### src/rtl/mult_arbiter.sv
// mult_arbiter: round-robin front end sharing one sign-magnitude sequential
// multiplier between two requesters, with a RUN-cycle timeout abort.
module mult_arbiter #(
  parameter int unsigned TIMEOUT = 12
) (
  input  logic        clk,
  input  logic        rst,
  input  logic [1:0]  req_valid,
  input  logic [7:0]  req_a0,
  input  logic [7:0]  req_b0,
  input  logic [7:0]  req_a1,
  input  logic [7:0]  req_b1,
  output logic [1:0]  req_ready,
  output logic [1:0]  rsp_valid,
  output logic [15:0] rsp_data,
  output logic        rsp_err,
  input  logic [1:0]  rsp_ready,
  output logic        busy,
  output logic        mult_start,
  output logic [7:0]  mult_multiplier,
  output logic [7:0]  mult_multiplicand,
  input  logic        mult_done,
  input  logic [14:0] mult_product,
  input  logic        mult_sign
);

  localparam int unsigned CNT_W = $clog2(TIMEOUT + 1);
  localparam int unsigned RES_W = 16;

  typedef enum logic [1:0] {
    IDLE = 2'd0,
    LOAD = 2'd1,
    RUN  = 2'd2,
    RESP = 2'd3
  } state_t;

  state_t           state;
  state_t           state_next;
  logic             grant;
  logic             last_grant;
  logic [CNT_W-1:0] cnt;
  logic             grant_c;
  logic             take_c;
  logic             done_c;
  logic             abort_c;
  logic             release_c;
  logic [RES_W-1:0] mag_c;
  logic [RES_W-1:0] result_c;

  // State register
  always_ff @(posedge clk or posedge rst) begin
    if (rst) state <= IDLE;
    else     state <= state_next;
  end

  // Next state, round-robin pick and the combinational accept pulse
  always_comb begin
    state_next = state;
    take_c     = 1'b0;
    done_c     = 1'b0;
    abort_c    = 1'b0;
    release_c  = 1'b0;
    req_ready  = 2'b00;
    grant_c    = (req_valid == 2'b11) ? ~last_grant : req_valid[1];
    case (state)
      IDLE: begin
        if (!rst && (req_valid != 2'b00)) begin
          take_c     = 1'b1;
          req_ready  = grant_c ? 2'b10 : 2'b01;
          state_next = LOAD;
        end
      end
      LOAD: state_next = RUN;
      RUN: begin
        if (mult_done) begin
          done_c     = 1'b1;
          state_next = RESP;
        end else if (cnt == CNT_W'(TIMEOUT - 1)) begin
          abort_c    = 1'b1;
          state_next = RESP;
        end
      end
      RESP: begin
        if (rsp_ready[grant]) begin
          release_c  = 1'b1;
          state_next = IDLE;
        end
      end
      default: state_next = IDLE;
    endcase
  end

  // Sign-magnitude to two's complement; a zero magnitude stays zero
  always_comb begin
    mag_c    = {1'b0, mult_product};
    result_c = mult_sign ? (~mag_c + RES_W'(1)) : mag_c;
  end

  // Operand capture, run counter, response registers and grant history
  always_ff @(posedge clk or posedge rst) begin
    if (rst) begin
      grant             <= 1'b0;
      last_grant        <= 1'b1;
      cnt               <= '0;
      mult_start        <= 1'b0;
      mult_multiplier   <= '0;
      mult_multiplicand <= '0;
      rsp_valid         <= 2'b00;
      rsp_data          <= '0;
      rsp_err           <= 1'b0;
      busy              <= 1'b0;
    end else begin
      mult_start <= 1'b0;
      busy       <= (state_next != IDLE);
      if (take_c) begin
        grant             <= grant_c;
        mult_start        <= 1'b1;
        mult_multiplier   <= grant_c ? req_a1 : req_a0;
        mult_multiplicand <= grant_c ? req_b1 : req_b0;
      end
      if (state == LOAD)     cnt <= '0;
      else if (state == RUN) cnt <= cnt + CNT_W'(1);
      if (done_c) begin
        rsp_data  <= result_c;
        rsp_err   <= 1'b0;
        rsp_valid <= {grant, ~grant};
      end else if (abort_c) begin
        rsp_data  <= '0;
        rsp_err   <= 1'b1;
        rsp_valid <= {grant, ~grant};
      end
      if (release_c) begin
        rsp_valid  <= 2'b00;
        last_grant <= grant;
      end
    end
  end

endmodule
### config.mk
export PLATFORM = sky130hd
export DESIGN_NAME = mult_arbiter
export DESIGN_NICKNAME = d
export VERILOG_FILES = /design/src/rtl/mult_arbiter.sv
export SDC_FILE = /design/constraint.sdc
export NUM_CORES = 1
export LEC_CHECK = 0
export BUFFER_PORTS_ARGS = -buffer_cell sky130_fd_sc_hd__buf_4
export CORE_ASPECT_RATIO = 1.75
export CORE_UTILIZATION = 40
export CTS_CLUSTER_SIZE = 24
export DETAILED_ROUTE_END_ITERATION = 12
export HOLD_SLACK_MARGIN = 0.05
export PLACE_DENSITY = 0.68
export RECOVER_POWER = 50
export SLEW_MARGIN = 10
export SYNTH_ARGS = -nofsm -noshare
export SYNTH_HDL_FRONTEND = slang
export SYNTH_SLANG_ARGS = --single-unit
### constraint.sdc
create_clock -name clk -period 5.5 [get_ports clk]
set_clock_uncertainty 0.15 [all_clocks]
set_input_delay 0.55 -clock clk [delete_from_list [all_inputs] [get_ports clk]]
set_output_delay 0.55 -clock clk [all_outputs]
set_load 0.005 [all_outputs]
After elaboration in Yosys (flattened, before gate mapping). Index checks and enable logic that the tools add are counted.

Register bits after elaboration: 45. Output and inout bits: 39. Bits of input ports: 55. Word-level logic and storage cells: 63.

Bitwise gates (word level): 3. Eq/ne operators: 5. Reduce and logical (&&, ||, !) cells: 8. $add $sub $neg: 2. Multiplexer cells: 33. Magnitude comparators: 1.

Operators by type and width (count): $mux 16 (3); $mux 2 (10); $add 16x1->16 const B (1); $mux 8 (2); $not 15->16 (1); $mux 1 (15); $mux 4 (2); $pmux 2 s4 (1); $reduce_bool 2->1 (4); $eq 2x2->1 const B (3); $add 4x1->4 const B (1); $eq 4x4->1 const B (1); $reduce_bool 3->1 (1); $eq 2x1->1 const B (1); $logic_not 2->1 (1); $lt 1x2->1 const B (1); $not 1->1 (2); $logic_and 1x1->1 (1); $logic_not 1->1 (1).

Depth between registers and ports, before layout.
Word-level depth: 7. Gate-level depth with buffers: 8. Gate-level depth less buffers: 6.

Worst setup path after synthesis. OpenSTA, ideal clock, no wires.

Kind: input to output. Start: input rst. End: output req_ready[0]. Data arrival time: 2.342 ns. Path slack: 2.458 ns. Stages on the path: 4. Path buffers: 1. Data required time: 4.800 ns. Cells stage by stage: inv_1 o211ai_1 clkbuf_1 nor2_1.

Longest elaborated chain between the ends: 4.

RTL lines: start: declaration (line 7) `input logic rst,`; $logic_not 1->1 (no source line); $logic_and 1x1->1 (line 67) `if (!rst && (req_valid != 2'b00)) begin`; $mux 2 (line 67); $mux 2 (line 65) `case (state)`; end: declaration (line 13) `output logic [1:0] req_ready,`.

Every way passes these cells.

Final worst setup path.
Start: input rst. End: output req_ready[1].

Same word-level chain as after synthesis.

==> out/qor.yml <==
wl_um: 5347
sw_frac_of_total_pct: 33.75
combinationalPowerShare_pct: 41.5
clock_latency_ns: 0.29
diodes: 0
cp-startpoint: "rst"
r2r_cells: 6
row_count: 36
synth_top_cell_by_area: "dfrtp_1"
synth_enable_flop_cells: 0
cp-endpoint: "req_ready[1]"
drcViolationCount: 0
nets: 380
drv_slew: 47
yosys.area.top_type_share_pct: 47.52
arrival_ns: 2.76
synthToLayoutAreaGrowth_pct: 36.55
whs_ns: 0.3256
seq_area_frac_synth_pct: 48.65
vias_per_cell: 5.018
cts_tree: "built"
fp.dieArea_sq_um: 6113
finalHoldViolCount: 0
total_power_mw: 1.352
grt_setup_unrepaired: "false"
drive_above_1_share_pct: 35.94
post_cts_buffers: 0
io_pins: 94
slew_headroom_pct: -9.110
power_density_nw_per_um2: 427.2
netlist_top_cells_area: "dfrtp_1 (48%), mux2i_1 (7.8%), nand2_1 (6.3%)"
violations: "capacitance limit, slew limit"
synth_area_sq_um: 2317
die_x_um: 59.54
setup_tns_ns: 0
critical_path_peak_fanout: 46
worst_slack_ns: 2.038
cts_made_buffers: 5
reg2reg_to: "rsp_valid[1]"
coreArea_sq_um: 5585
ys_warn_count: 0
dpl_cell_area_sq_um: 3067
setup_violations: 0
critical_path_class: "primary input to primary output"
cts.sinks: 45
gr-total-overflow: 0
tightest_slew_ns: 1.635
placed_cells: 388
async_flop_share_pct: 100.0
min_from: "rsp_ready[1]"
vias: 1987
endpoint_kind: "primary output"
clk_pin_slew_ns: 0.08
grt_pass1_vias: 2004
synthCells: 230
outcome: "complete, but fails checks"
gp_congestion: 0.7516
dp_hpwl_um: 4249
synthTopCellsByCount: "dfrtp_1 (44), nand2_1 (39), o21ai_0 (26)"
h-tree-depth: 2
dp_slack_ns: 2.512
die_y_um: 102.7
cap_violations: 1
utilization_pct: 56.65
switching_power_mw: 0.4561
yosys.cell_count.top_type: "dfrtp_1"
start_util_pct: 41.49
holdBufCountCts: 0
regToRegSetupSlack_ns: 3.09
worstPathRequired_ns: 4.80
grt_max_degree: 47
post_synth_num_cell_types: 39
clockPowerShare_pct: 16.1
fmax_ghz: 0.2889
intPower_mw: 0.8955
finalNonFillerCells: 396
root_buffer: "clkbuf_8"
ir_drop_uv: 155.5
cts-resized-gates: 0
syn_nets: 291
first_iter_violations: 65
antenna_found_initial: 0
drt_first_pass_iters: 4
start_kind: "primary input"
total_leakage_power_nw: 1.580
period_minus_slack_ns: 3.462
clk_path_buf_depth: 2
track_usage_pct: 19.21
portBuffers: 93
synth_seq_cells: 45
period_share_pct: 62.95
grt_pass1_wl_um: 8811
antenna_left: 0
routedWlPerCell_um: 13.50
p_seq_share_pct: 42.4
min_path_type: "primary input to flip-flop"
synthFlopType: "dfrtp_1"
syn_area_per_cell_sq_um: 10.07
r2r-start: "state[0]"
stdcell_area_sq_um: 3164
-- critical path, stage by stage --
cell and delay [ns]:
clkbuf_4 0.11, inv_1 1.15, o211ai_1 0.20, buf_4 0.31
inv_1 0.15, and2_1 0.16, buf_4 0.12
-- cells in the final DEF, fill, tap and decap left out, types with 2 or more instances in the layout --
master | synthesis | layout
dfrtp_1 | 44 | 44
a22o_1 | 3 | 3
or3_1 | 3 | 3
clkbuf_4 | 0 | 17
clkbuf_8 | 0 | 7
ha_1 | 6 | 6
mux2i_1 | 18 | 18
o21ai_0 | 26 | 26
nor2b_1 | 2 | 2
or4_4 | 2 | 2
a21oi_1 | 7 | 7
buf_4 | 0 | 76
o41ai_2 | 6 | 6
or2_2 | 2 | 2
nand2_1 | 39 | 39
xor2_1 | 12 | 12
nor2_1 | 7 | 7
inv_1 | 8 | 8
o31ai_1 | 2 | 2
o21ai_1 | 10 | 10
nand2b_1 | 2 | 2
and2_1 | 3 | 3
-- kinds of logic after synthesis --
group	share of synthesized area, %
XOR/XNOR	4.914
buffers and inverters	3.672
AO/OA/AOI/OAI	18.03
flip-flops	48.65
AND/OR/NAND/NOR	13.23
multiplexers	8.261
adder cells (fa/ha/maj)	3.240
-- metal layers --
layer  part of all wire [%]  GRT usage [%]  wire [um]
met5                      0              0          0
met4                    1.9          8.050        104
met3                    6.2          3.890        331
met2                     54          36.13       2883
met1                     38          20.03       2028
-- worst min-delay path by stage --
stage | depth (start not counted) | slack [ns] | end
floorplan | 1 | 0.31 | cnt[3]
global placement | 2 | 0.32 | rsp_data[1]
detailed placement | 2 | 0.33 | rsp_data[11]
CTS | 2 | 0.32 | rsp_valid[1]
global route | 2 | 0.32 | rsp_valid[1]
finish | 2 | 0.33 | rsp_valid[1]
-- sequential cells by signal (all words and copies together) (netlist names) --
name,count
busy,1
cnt,4
grant,1
last_grant,1
mult_multiplicand,8
mult_multiplier,8
mult_start,1
rsp_data,16
rsp_err,1
rsp_valid,2
state,2
-- layout make-up --
class | count | area, sq um
Inverter | 8 | 30.03
Multi-Input combinational cell | 165 | 1109
Fill cell | 565 | 2421
Sequential cell | 45 | 1127
Tap cell | 76 | 95.09
Clock inverter | 1 | 5.005
Timing Repair Buffer | 94 | 701.9
Clock buffer | 7 | 96.34
-- power groups by stage --
stage	combinational, mW	clock [mW]	sequential (mW)
final	0.560	0.218	0.573
after global routing	0.639	0.240	0.591
after CTS	0.578	0.226	0.577
after detailed placement	0.578	0	0.582
after global placement	0.562	0	0.576
after floorplan	0.275	0	0.572
Note: power is estimated with default switching activity, not from simulation.
